File: config.mk
export PLATFORM = sky130hd
export DESIGN_NAME = systolic_sequencer
export DESIGN_NICKNAME = d
export VERILOG_FILES = /design/src/rtl/systolic_seq_pkg.sv /design/src/rtl/systolic_sequencer_phase_counter.sv /design/src/rtl/systolic_sequencer.sv
export SDC_FILE = /design/constraint.sdc
export NUM_CORES = 1
export LEC_CHECK = 0
export CORE_MARGIN = 3
export CORE_UTILIZATION = 54
export DETAILED_ROUTE_END_ITERATION = 10
export HOLD_SLACK_MARGIN = 0.1
export PLACE_DENSITY = 0.95
export SLEW_MARGIN = 40
export SYNTH_ARGS = -nofsm -noshare
export SYNTH_HDL_FRONTEND = slang
export SYNTH_SLANG_ARGS = --single-unit
File: constraint.sdc
create_clock -name clk_in -period 8.3 [get_ports clk_in]
set_input_delay 0.83 -clock clk_in [delete_from_list [all_inputs] [get_ports clk_in]]
set_output_delay 0.83 -clock clk_in [all_outputs]
set_load 0.005 [all_outputs]
File: src/rtl/systolic_seq_pkg.sv
// Shared state encoding, default phase lengths and counter width for the
// 3x3-over-4x4 convolution sequencer.
package systolic_seq_pkg;

   localparam int unsigned SEQ_CNT_W     = 4;
   localparam int unsigned DEF_FEED0_LEN = 9;
   localparam int unsigned DEF_FEED1_LEN = 3;
   localparam int unsigned DEF_FLUSH_LEN = 6;
   localparam int unsigned DEF_SHIFT_LEN = 3;

   typedef enum logic [3:0] {
      S_IDLE   = 4'd0,
      S_FEED0  = 4'd1,
      S_FLUSH0 = 4'd2,
      S_SHIFT0 = 4'd3,
      S_CAPT0  = 4'd4,
      S_CLEAR  = 4'd5,
      S_FEED1  = 4'd6,
      S_FLUSH1 = 4'd7,
      S_SHIFT1 = 4'd8,
      S_CAPT1  = 4'd9,
      S_DONE   = 4'd10
   } seq_state_e;

   // Fixed phase order of one run; DONE falls back to IDLE.
   function automatic seq_state_e next_phase(input seq_state_e s);
      case (s)
         S_FEED0:  return S_FLUSH0;
         S_FLUSH0: return S_SHIFT0;
         S_SHIFT0: return S_CAPT0;
         S_CAPT0:  return S_CLEAR;
         S_CLEAR:  return S_FEED1;
         S_FEED1:  return S_FLUSH1;
         S_FLUSH1: return S_SHIFT1;
         S_SHIFT1: return S_CAPT1;
         S_CAPT1:  return S_DONE;
         default:  return S_IDLE;
      endcase
   endfunction

endpackage

File: src/rtl/systolic_sequencer_phase_counter.sv
// Phase counter shared by every timed state: counts 0..len-1 and flags the
// final cycle so the FSM can advance without ever wrapping.
module phase_counter
   import systolic_seq_pkg::*;
#(
   parameter int unsigned W = SEQ_CNT_W
) (
   input  logic         clk_in,
   input  logic         rst,
   input  logic         clr,
   input  logic         en,
   input  logic [W-1:0] len,
   output logic [W-1:0] cnt,
   output logic         last
);

   logic [W-1:0] cnt_q;
   logic [W-1:0] cnt_d;

   always_comb begin
      cnt_d = cnt_q;
      if (clr)
         cnt_d = '0;
      else if (en)
         cnt_d = cnt_q + W'(1);
   end

   always_ff @(posedge clk_in or negedge rst) begin
      if (!rst)
         cnt_q <= '0;
      else
         cnt_q <= cnt_d;
   end

   assign cnt  = cnt_q;
   assign last = (cnt_q == len - W'(1));

endmodule

File: src/rtl/systolic_sequencer.sv
// Control FSM sequencing one full convolution (diagonal pass, then o11 pass)
// on the 3x3 PE array, with start/busy/done handshake and abort.
module systolic_sequencer
   import systolic_seq_pkg::*;
#(
   parameter int unsigned CNT_W     = SEQ_CNT_W,
   parameter int unsigned FEED0_LEN = DEF_FEED0_LEN,
   parameter int unsigned FEED1_LEN = DEF_FEED1_LEN,
   parameter int unsigned FLUSH_LEN = DEF_FLUSH_LEN,
   parameter int unsigned SHIFT_LEN = DEF_SHIFT_LEN
) (
   input  logic             clk_in,
   input  logic             rst,
   input  logic             start,
   input  logic             abort,
   output logic             busy,
   output logic             done,
   output logic             feed_valid,
   output logic [CNT_W-1:0] feed_idx,
   output logic             pass_sel,
   output logic             mode,
   output logic             pe_clr,
   output logic             cap_diag,
   output logic             cap_sum
);

   seq_state_e       state_q;
   logic [CNT_W-1:0] cnt;
   logic [CNT_W-1:0] phaseLen;
   logic             cntLast;
   logic             active;

   assign active = (state_q != S_IDLE);

   // Single-cycle states use length 1 so the same counter drives every exit.
   always_comb begin
      phaseLen = CNT_W'(1);
      case (state_q)
         S_FEED0:            phaseLen = CNT_W'(FEED0_LEN);
         S_FEED1:            phaseLen = CNT_W'(FEED1_LEN);
         S_FLUSH0, S_FLUSH1: phaseLen = CNT_W'(FLUSH_LEN);
         S_SHIFT0, S_SHIFT1: phaseLen = CNT_W'(SHIFT_LEN);
         default:            phaseLen = CNT_W'(1);
      endcase
   end

   phase_counter #(.W(CNT_W)) u_cnt (
      .clk_in (clk_in),
      .rst    (rst),
      .clr    (!active || cntLast || abort),
      .en     (active),
      .len    (phaseLen),
      .cnt    (cnt),
      .last   (cntLast)
   );

   always_ff @(posedge clk_in or negedge rst) begin
      if (!rst)
         state_q <= S_IDLE;
      else if (!active) begin
         if (start)
            state_q <= S_FEED0;
      end
      else if (abort)
         state_q <= S_IDLE;
      else if (cntLast)
         state_q <= next_phase(state_q);
   end

   // Moore decode; abort reaches only pe_clr so the array is scrubbed at once.
   always_comb begin
      busy       = active;
      done       = (state_q == S_DONE);
      feed_valid = (state_q == S_FEED0) || (state_q == S_FEED1);
      feed_idx   = feed_valid ? cnt : '0;
      pass_sel   = state_q inside {S_CLEAR, S_FEED1, S_FLUSH1, S_SHIFT1, S_CAPT1, S_DONE};
      mode       = (state_q == S_SHIFT0) || (state_q == S_SHIFT1);
      pe_clr     = (state_q == S_CLEAR) || (abort && active);
      cap_diag   = (state_q == S_CAPT0);
      cap_sum    = (state_q == S_CAPT1);
   end

endmodule

Yosys cells after proc, flatten, opt, wreduce, memory -nomap -nowiden
Memories as Yosys holds them, arrays and structs flattened.
Cells that the tools add are included.
{"block": "op_classes", "add_sub_neg": 2, "n_eq_ne": 12, "mux": 8, "n_reduce_logical": 14}
{"operator": "4-bit 2-to-1 mux", "count": 7}
{"operator": "4-bit by 3-bit equality test with 1-bit output, second input constant", "count": 4}
{"operator": "4-bit equality test, second input constant", "count": 3}
{"operator": "4-bit case mux with 3 select lines", "count": 1}
{"operator": "4-bit by 2-bit equality test with 1-bit output, second input constant", "count": 2}
{"operator": "6-bit nonzero test", "count": 1}
{"operator": "1-bit logical OR", "count": 5}
{"operator": "4-bit by 1-bit adder with 4-bit output, second input constant", "count": 1}
{"operator": "4-bit by 1-bit equality test with 1-bit output, second input constant", "count": 1}
{"operator": "4-bit equality test", "count": 1}
{"operator": "2-bit nonzero test", "count": 2}
{"operator": "4-bit nonzero test", "count": 1}
{"operator": "4-bit by 1-bit subtractor with 4-bit output, second input constant", "count": 1}
{"operator": "3-bit != test, second input constant", "count": 1}
{"operator": "3-bit OR reduction", "count": 1}
{"operator": "2-bit AND reduction", "count": 1}
{"operator": "2-bit OR reduction", "count": 1}
{"operator": "1-bit logical AND", "count": 1}
{"operator": "1-bit logical NOT", "count": 1}
{"block": "word_totals", "ff_bits": 8, "rom_bits": 64, "in_bits": 4, "memories": 1}
{"memory": "(no name shown)", "depth": 16, "word_bits": 4, "rd": 1, "rd_ports_with_merged_regs": 0, "wr": 0, "line": "systolic_seq_pkg.sv:27", "text": "case (s)"}

Logic depth before layout (Yosys ltp)
Gate-level depths: netlist of the first run.
{"block": "depth", "word_depth": 8, "depth_mapped": 11}

By module
Synthesis of the first run repeated with hierarchy kept, for this count alone.
{"block": "unflattened", "hier_cells": 92, "hier_area_um2": 788.3}
{"module": "systolic_sequencer", "n_inst": 1, "cells_per_inst": 66, "area_per_inst_um2": 519.2}
{"module": "phase_counter", "n_inst": 1, "cells_per_inst": 26, "area_per_inst_um2": 269.0}

Worst setup path after synthesis of the first run
No wires, ideal clock.
{"block": "synth_path", "kind": "register to register", "start": "register state_q[1]", "end": "register state_q[1]", "setup_time_ns": 0.134, "arrival_ns": 2.508, "t_required_ns": 8.166, "slack_ns": 5.658, "path_stages_with_launch": 11, "path_buffers": 0, "cell_sequence": "dfrtp_1 > inv_1 > ha_1 > or4b_4 > a21oi_4 > ha_1 > xor2_1 > o31a_1 > nand3_1 > o21ai_2 > o211ai_1"}
{"block": "synth_via", "elab_chain_len": 7, "word_cells_on_any_way": 19}
{"element": "start: declaration", "line": "systolic_sequencer.sv:27", "text": "seq_state_e state_q;"}
{"element": "start signal: assignment", "line": "systolic_sequencer.sv:67", "text": "state_q <= next_phase(state_q);"}
{"element": "4-bit by 3-bit equality test with 1-bit output (tied with other cells)", "line": "systolic_sequencer.sv:38", "text": "case (state_q)"}
{"element": "3-bit OR reduction (no source line) or 2-bit OR reduction (tied branches)"}
{"element": "4-bit case mux with 3 select lines", "line": "systolic_sequencer.sv:38"}
{"element": "4-bit by 1-bit subtractor with 4-bit output", "line": "systolic_sequencer_phase_counter.sv:36", "text": "assign last = (cnt_q == len - W'(1));"}
{"element": "4-bit equality test", "line": "systolic_sequencer_phase_counter.sv:36"}
{"element": "3-bit != test (no source line)"}
{"element": "2-bit AND reduction (no source line)"}
Several ways; a longest one is shown, not always the timed one. The select of a mux whose other input is x is not followed.
A chain may end at the register's enable or synchronous reset.

Worst setup path after layout of the first run
Ends and elaborated chain as after synthesis.

==> results of run 1 <==
-- cell usage in the layout, fill, tap and decap left out, types with 2 or more instances in the layout --
cell type,count
inv_1,4
xnor2_1,3
ha_1,8
a21oi_1,3
dfrtp_1,8
nor2b_1,6
and2_1,7
nand2_1,2
clkdlybuf4s50_1,15
a2bb2oi_1,2
nand4_1,2
clkbuf_4,3
nor2_1,9
mux2i_1,4
o21ai_0,4
xor2_1,3
nand3_1,2
o31ai_1,3
-- layer usage --
layer | GRT usage | wire [µm]
met4 | 0.139 | 34
met2 | 0.292 | 830
met3 | 0.0447 | 67
met5 | 0 | 0
met1 | 0.251 | 725
-- logic make-up after synthesis --
logic type      Yosys count  synth area share
compound gates           22             0.212
xor+xnor                  7            0.0857
simple gates             35             0.246
flops                     8             0.249
buf+inv                   7            0.0327
mux                       4            0.0498
fa+ha+maj                 8             0.125
-- how the worst max path moves through the flow --
stage / start / to / slack [ps] / cells past startpoint
floorplan: state_q[1] / state_q[1] / 5660 / 10
global placement: abort / pe_clr / 5360 / 4
detailed placement: abort / pe_clr / 5320 / 4
CTS: state_q[1] / feed_idx[1] / 5300 / 6
global route: state_q[1] / state_q[1] / 5110 / 10
finish: state_q[1] / state_q[1] / 5300 / 10
-- cell type report --
class / count / area [µm²] / area share
Clock buffer: 3 / 22.5 / 0.0229
Inverter: 4 / 15.0 / 0.0153
Multi-Input combinational cell: 76 / 577 / 0.587
Sequential cell: 8 / 200 / 0.204
Tap cell: 15 / 18.8 / 0.0191
Timing Repair Buffer: 15 / 150 / 0.153
-- registers in the layout (all words and copies together), names as in the netlist --
register   flops
state_q        4
u_cnt.cnt      4
-- cell usage after synthesis, drive strengths merged --
cell	n
a211oi	1
a21boi	1
a21oi	4
a2bb2oi	2
a31oi	1
and2	7
and3	1
clkbuf	3
dfrtp	8
ha	8
inv	4
mux2i	4
nand2	2
nand2b	1
nand3	2
nand3b	1
nand4	2
nor2	9
nor2b	6
nor3	1
nor3b	1
o2111ai	1
o211a	1
o211ai	1
o21ai	5
o22a	1
o31a	1
o31ai	3
or3	1
or4b	1
xnor2	3
xor2	4
-- stage by stage --
step                      std cells  power [W]  setup slack, ps  hold WS, ps  utilization
final                           121   0.000290             5300          584        0.728
after detailed placement        118   0.000262             5320          580        0.712
after floorplan                  91   0.000200             5660          534            -
after global routing            121   0.000316             5110          622        0.728
after global placement          118   0.000255             5360          576        0.712
after CTS                       121   0.000292             5300          595        0.728
-- critical path: stages, from the launching register on --
cell	delay [ps]
dfrtp_1	450
inv_1	120
ha_1	290
or4b_4	560
a21oi_4	230
ha_1	270
xor2_1	160
o31a_1	170
nand3_1	170
o21ai_2	320
o211ai_1	130
-- where the power goes --
group	switching, W	internal [W]	leakage (nW)
logic	0.000102	0.0000931	0.297
clock network	0.0000111	0.0000164	0.0138
registers	0.0000191	0.0000482	0.108
==> results.md, run 1 <==
- Io pins: 16
- Hold Crit Start: u_cnt.cnt[3]
- Worst reg2reg path endpoint: state_q[1]
- Vias in the first global route: 695
- Post-Route WL: approximately 1.7 mm
- CP Launch Type: register
- Buffers on Ports: 15
- Row cnt: 13
- Static leakage: about 0.42 nW
- Die height: between 40 and 50 µm
- Synthesized area: roughly 800 µm²
- Post-Syn Instances: 91
- Yosys top cell by area: dfrtp_1
- VDD IR max: between 0.00015 and 0.0002 V
- Pin count of the biggest net entering global routing: 17
- Die Area: a little under 2000 µm²
- Crit. End Element: register
- Final Wtd Congestion: 0.792
- Fmax: roughly 0.33 GHz
- Sink Count: 8
- CTS tree: yes
- First drt pass iteration count: 4
- Worst Clk Skew: 0.955 ps
- Synth Area per Inst: 8.83 µm²
- Top cells by area, synth: dfrtp_1 25%, ha_1 12%, and2_1 5.5%
- P per Cell Area: between 200 and 300 nW/µm²
- Final hold violations: 0
- Clk Latency, worst-skew pair: about 240 ps
- WS Path Type: reg2reg
- Tcrit/Tclk final: 0.361
- Final antenna-violating net count: 0
- Final Critical Period: around 3000 ps
- RSZ-0062 raised after global routing: false
- Worst Max-Slew Pin Slew: ~590 ps
- Post-synth cell types: 35
- Worst EP required: approximately 8400 ps
- Initial antenna violation count: 0
- Relative slew margins: 0.605
- Reg2reg setup slack: approximately 5300 ps
- P&R area growth vs syn: 22.4%
- Clock-pin slew on the worst setup and hold paths: around 50 ps
- Setup violators final: 0
- Placed cell areas: approximately 960 µm²
- Synthesized flop and latch total: 8
- Drt drc: 0
- R2R Path Start: state_q[1]
- Detailed placement HPWL: ~1.3 mm
- Post-DR wirelength/cell: between 10 and 15 µm
- H-tree levels: 1
- Die W: around 45 µm
- Syn Nets: approximately 100
- Grt ovf: 0
- Seq/Total Area, Yosys: 0.249
- Num CTS Buffers: 3
- # fillers: 100
- Crit-path max FO: 7
- Worst path arrival time: 3110 ps
- Max Cap Violations: 0
- Core region area: about 1400 µm²
- Root Buffer: clkbuf_4
- Fin nets: 120
- Worst Hold Endpoint: u_cnt.cnt[3]
- Post_cts resized: 0
- Top cell type's share of synthesized area: 0.249
- Share of cells above drive strength 1: 0.0755
- DR iter-0 viols: 5
- Vias per inst: ~6
- First-pass GRT wire length: 2.87 mm
- R2R depth: 10
- Initial core utilization: 0.595
- Post-CTS Setup Inserts: 0
- Number of hold buffers added after CTS: 0
- Final instance area: 983 µm²
- DR vias: about 730
- Status: complete, no violations
- Max Root-Sink Buffers: 2
- Slew Viols, Final: 0
- Total negative slack: 0 ps
- Yosys synthesis warning count: 0
- Hold Crit Class: reg2reg
- N_diodes: 0
- GRT Resource Usage Total: 0.197
- Hold path depth: 2
Note: power is estimated with default switching activity, not from simulation.
==> run 2: changes to the inputs <==
CORE_UTILIZATION = 45   (was 54)
PLACE_DENSITY = 0.86   (was 0.95)
clock period = 2.7 ns   (was 8.3 ns; I/O delays follow)
==> run 2 against run 1 <==
  * Critical path depth decreased by 1
  * Design area rose by 16%
  * Clock power rose to 3.2 times the previous value
  * Sequential share of layout area fell by 2.6 points
  * Setup slack worse by 5200 ps
  * Flip-flop and latch count did not move
  * First-iteration DRC count grew to 6.6 times the previous value
  * Maximum frequency up 15%
  * Critical endpoint is now state_q[2]
==> results.md, run 2 (synthesized netlist as in run 1, its figures left out) <==
- Status: complete, no violations
- DR iter-0 viols: 33 (+28)
- Max Cap Violations: 0 (unchanged)
- Max Root-Sink Buffers: 2 (unchanged)
- Final Critical Period: 2600 ps (-396 ps)
- H-tree levels: 1 (unchanged)
- Row cnt: 14 (+1)
- Cell-by-cell trace of the critical path: ha_4 > or4b_4 > a21oi_4 > ha_4 > xor2_1 > o31a_1 > nand3_2 > o21ai_0 > a31oi_1
- Most frequent cells in the layout: 15 x clkdlybuf4s50_1, 10 x buf_4, 9 x nor2_1
- Commonest non-fill, non-tap cell in the layout: clkdlybuf4s50_1
- Worst Clk Skew: 3.90 ps (+2.94 ps)
- Max stage delay cell, worst path: or4b_4
- P&R area growth vs syn: 42.4%
- Final hold violations: 0 (unchanged)
- Hold Crit Class: in2async
- Relative slew margins: 0.662 (+0.0574)
- Crit path top cell by count: ha_4
- # fillers: 114 (+14%)
- Num CTS Buffers: 3 (unchanged)
- Die Area: 2330 µm² (+17%)
- Worst reg2reg path endpoint: state_q[2]
- Worst path arrival time: 2720 ps (-390 ps)
- Worst Max-Slew Pin Slew: 506 ps (-86.1 ps)
- First drt pass iteration count: 4 (unchanged)
- Die W: 48.3 µm (+8.3%)
- VDD IR max: 0.000520 V (+230%)
- Io pins: 16 (unchanged)
- Final Wtd Congestion: 0.805 (+1.7%)
- Vias in the first global route: 721 (+3.7%)
- Crit path largest cell delay: 520 ps (-40 ps)
- Initial antenna violation count: 0 (unchanged)
- WS Path Type: reg2reg
- Pin count of the biggest net entering global routing: 15 (-2)
- Detailed placement HPWL: 1.49 mm (+14%)
- Final antenna-violating net count: 0 (unchanged)
- Hold Slack: 298 ps (-285 ps)
- P per Cell Area: 936 nW/µm² (+220%)
- Vias per inst: 5.60 (-6.7%)
- Root Buffer: clkbuf_4
- Post-DR wirelength/cell: 14.9 µm (+8.4%)
- R2R Path Start: state_q[1]
- RSZ-0062 raised after global routing: true
- Clock-pin slew on the worst setup and hold paths: 50 ps (about the same)
- Placed cell areas: 1040 µm² (+8.2%)
- Die height: 48.3 µm (+8.3%)
- Utilization after layout: 0.717 (-0.0110)
- Reg2reg setup slack: 100 ps (-5200 ps)
- Final instance area: 1140 µm² (+16%)
- Drt drc: 0 (unchanged)
- Fmax: 0.384 GHz (+15%)
- Fin nets: 131 (+9.2%)
- Setup violators final: 0 (unchanged)
- Buffers on Ports: 15 (unchanged)
- GRT Resource Usage Total: 0.201 (+0.00342)
- DR vias: 790 (+8.7%)
- Clk Latency, worst-skew pair: 250 ps (about the same)
- Core region area: 1590 µm² (+18%)
- Crit-path max FO: 6 (-1)
- Slew Viols, Final: 0 (unchanged)
- Crit. End Element: register
- N_diodes: 0 (unchanged)
- R2R depth: 9 (-1)
- Worst EP required: 2820 ps (-5590 ps)
- Tcrit/Tclk final: 0.964 (+0.603)
- CTS tree: yes
- Sink Count: 8 (unchanged)
- First-pass GRT wire length: 3.24 mm (+13%)
- Grt ovf: 0 (unchanged)
- Share of cells above drive strength 1: 0.256 (+0.181)
- Static leakage: 0.473 nW (+13%)
- CP Launch Type: register
- Post-Route WL: 2.10 mm (+26%)
- Initial core utilization: 0.504 (-0.0911)
[run 2: layout make-up]
type | instances | area [µm²] | share of cell area
clock buffers | 3 | 22.5 | 0.0197
multi-input cells | 76 | 637 | 0.557
well taps | 24 | 30.0 | 0.0263
inverters | 4 | 15.0 | 0.0131
flip-flops and latches | 8 | 203 | 0.177
repair buffers | 26 | 236 | 0.207
[run 2: per-layer routing]
layer	wire length [µm]	GRT usage
met5	0	0
met4	75	0.124
met2	1060	0.315
met1	835	0.269
met3	128	0.0111
[run 2: metrics by stage]
step / setup slack, ps / cells / TNS [ps] / power [W]
global placement: 79.0 / 136 / 0 / 0.000845
floorplan: 57.8 / 91 / 0 / 0.000615
global route: -23.3 / 141 / -23.3 / 0.00116
detailed placement: -41.8 / 136 / -97.9 / 0.000869
CTS: 21.1 / 139 / 0 / 0.000996
finish: 97.2 / 141 / 0 / 0.00107
[run 2: repair_timing]
item | CTS | global route
gates resized for setup | 3 | 13
setup buffers | 0 | 2
pin swaps | 0 | 6
setup endpoints to repair | 7 | 8
hold buffers | 0 | 0
[run 2: worst max path at each step]
stage / slack, ps / from / end
floorplan: 60 / state_q[1] / state_q[1]
global placement: 80 / state_q[1] / state_q[1]
detailed placement: -40 / state_q[1] / state_q[1]
CTS: 20 / state_q[1] / state_q[3]
global route: -20 / state_q[1] / state_q[1]
finish: 100 / state_q[1] / state_q[2]
[run 2: power by group]
group	switching, W	internal, W	leakage [nW]
clock network	0.0000366	0.0000506	0.0138
logic	0.000399	0.000378	0.354
registers	0.0000549	0.000151	0.106
total	0.000490	0.000580	0.473
[run 2: critical path, delay by kind of cell, from the launching register on]
kind | cells | cell delay, ps
AO/OA/AOI/OAI | 4 | 780
XOR/XNOR | 1 | 160
adder cells (fa/ha/maj) | 2 | 400
flip-flops | 1 | 460
AND/OR/NAND/NOR | 2 | 660
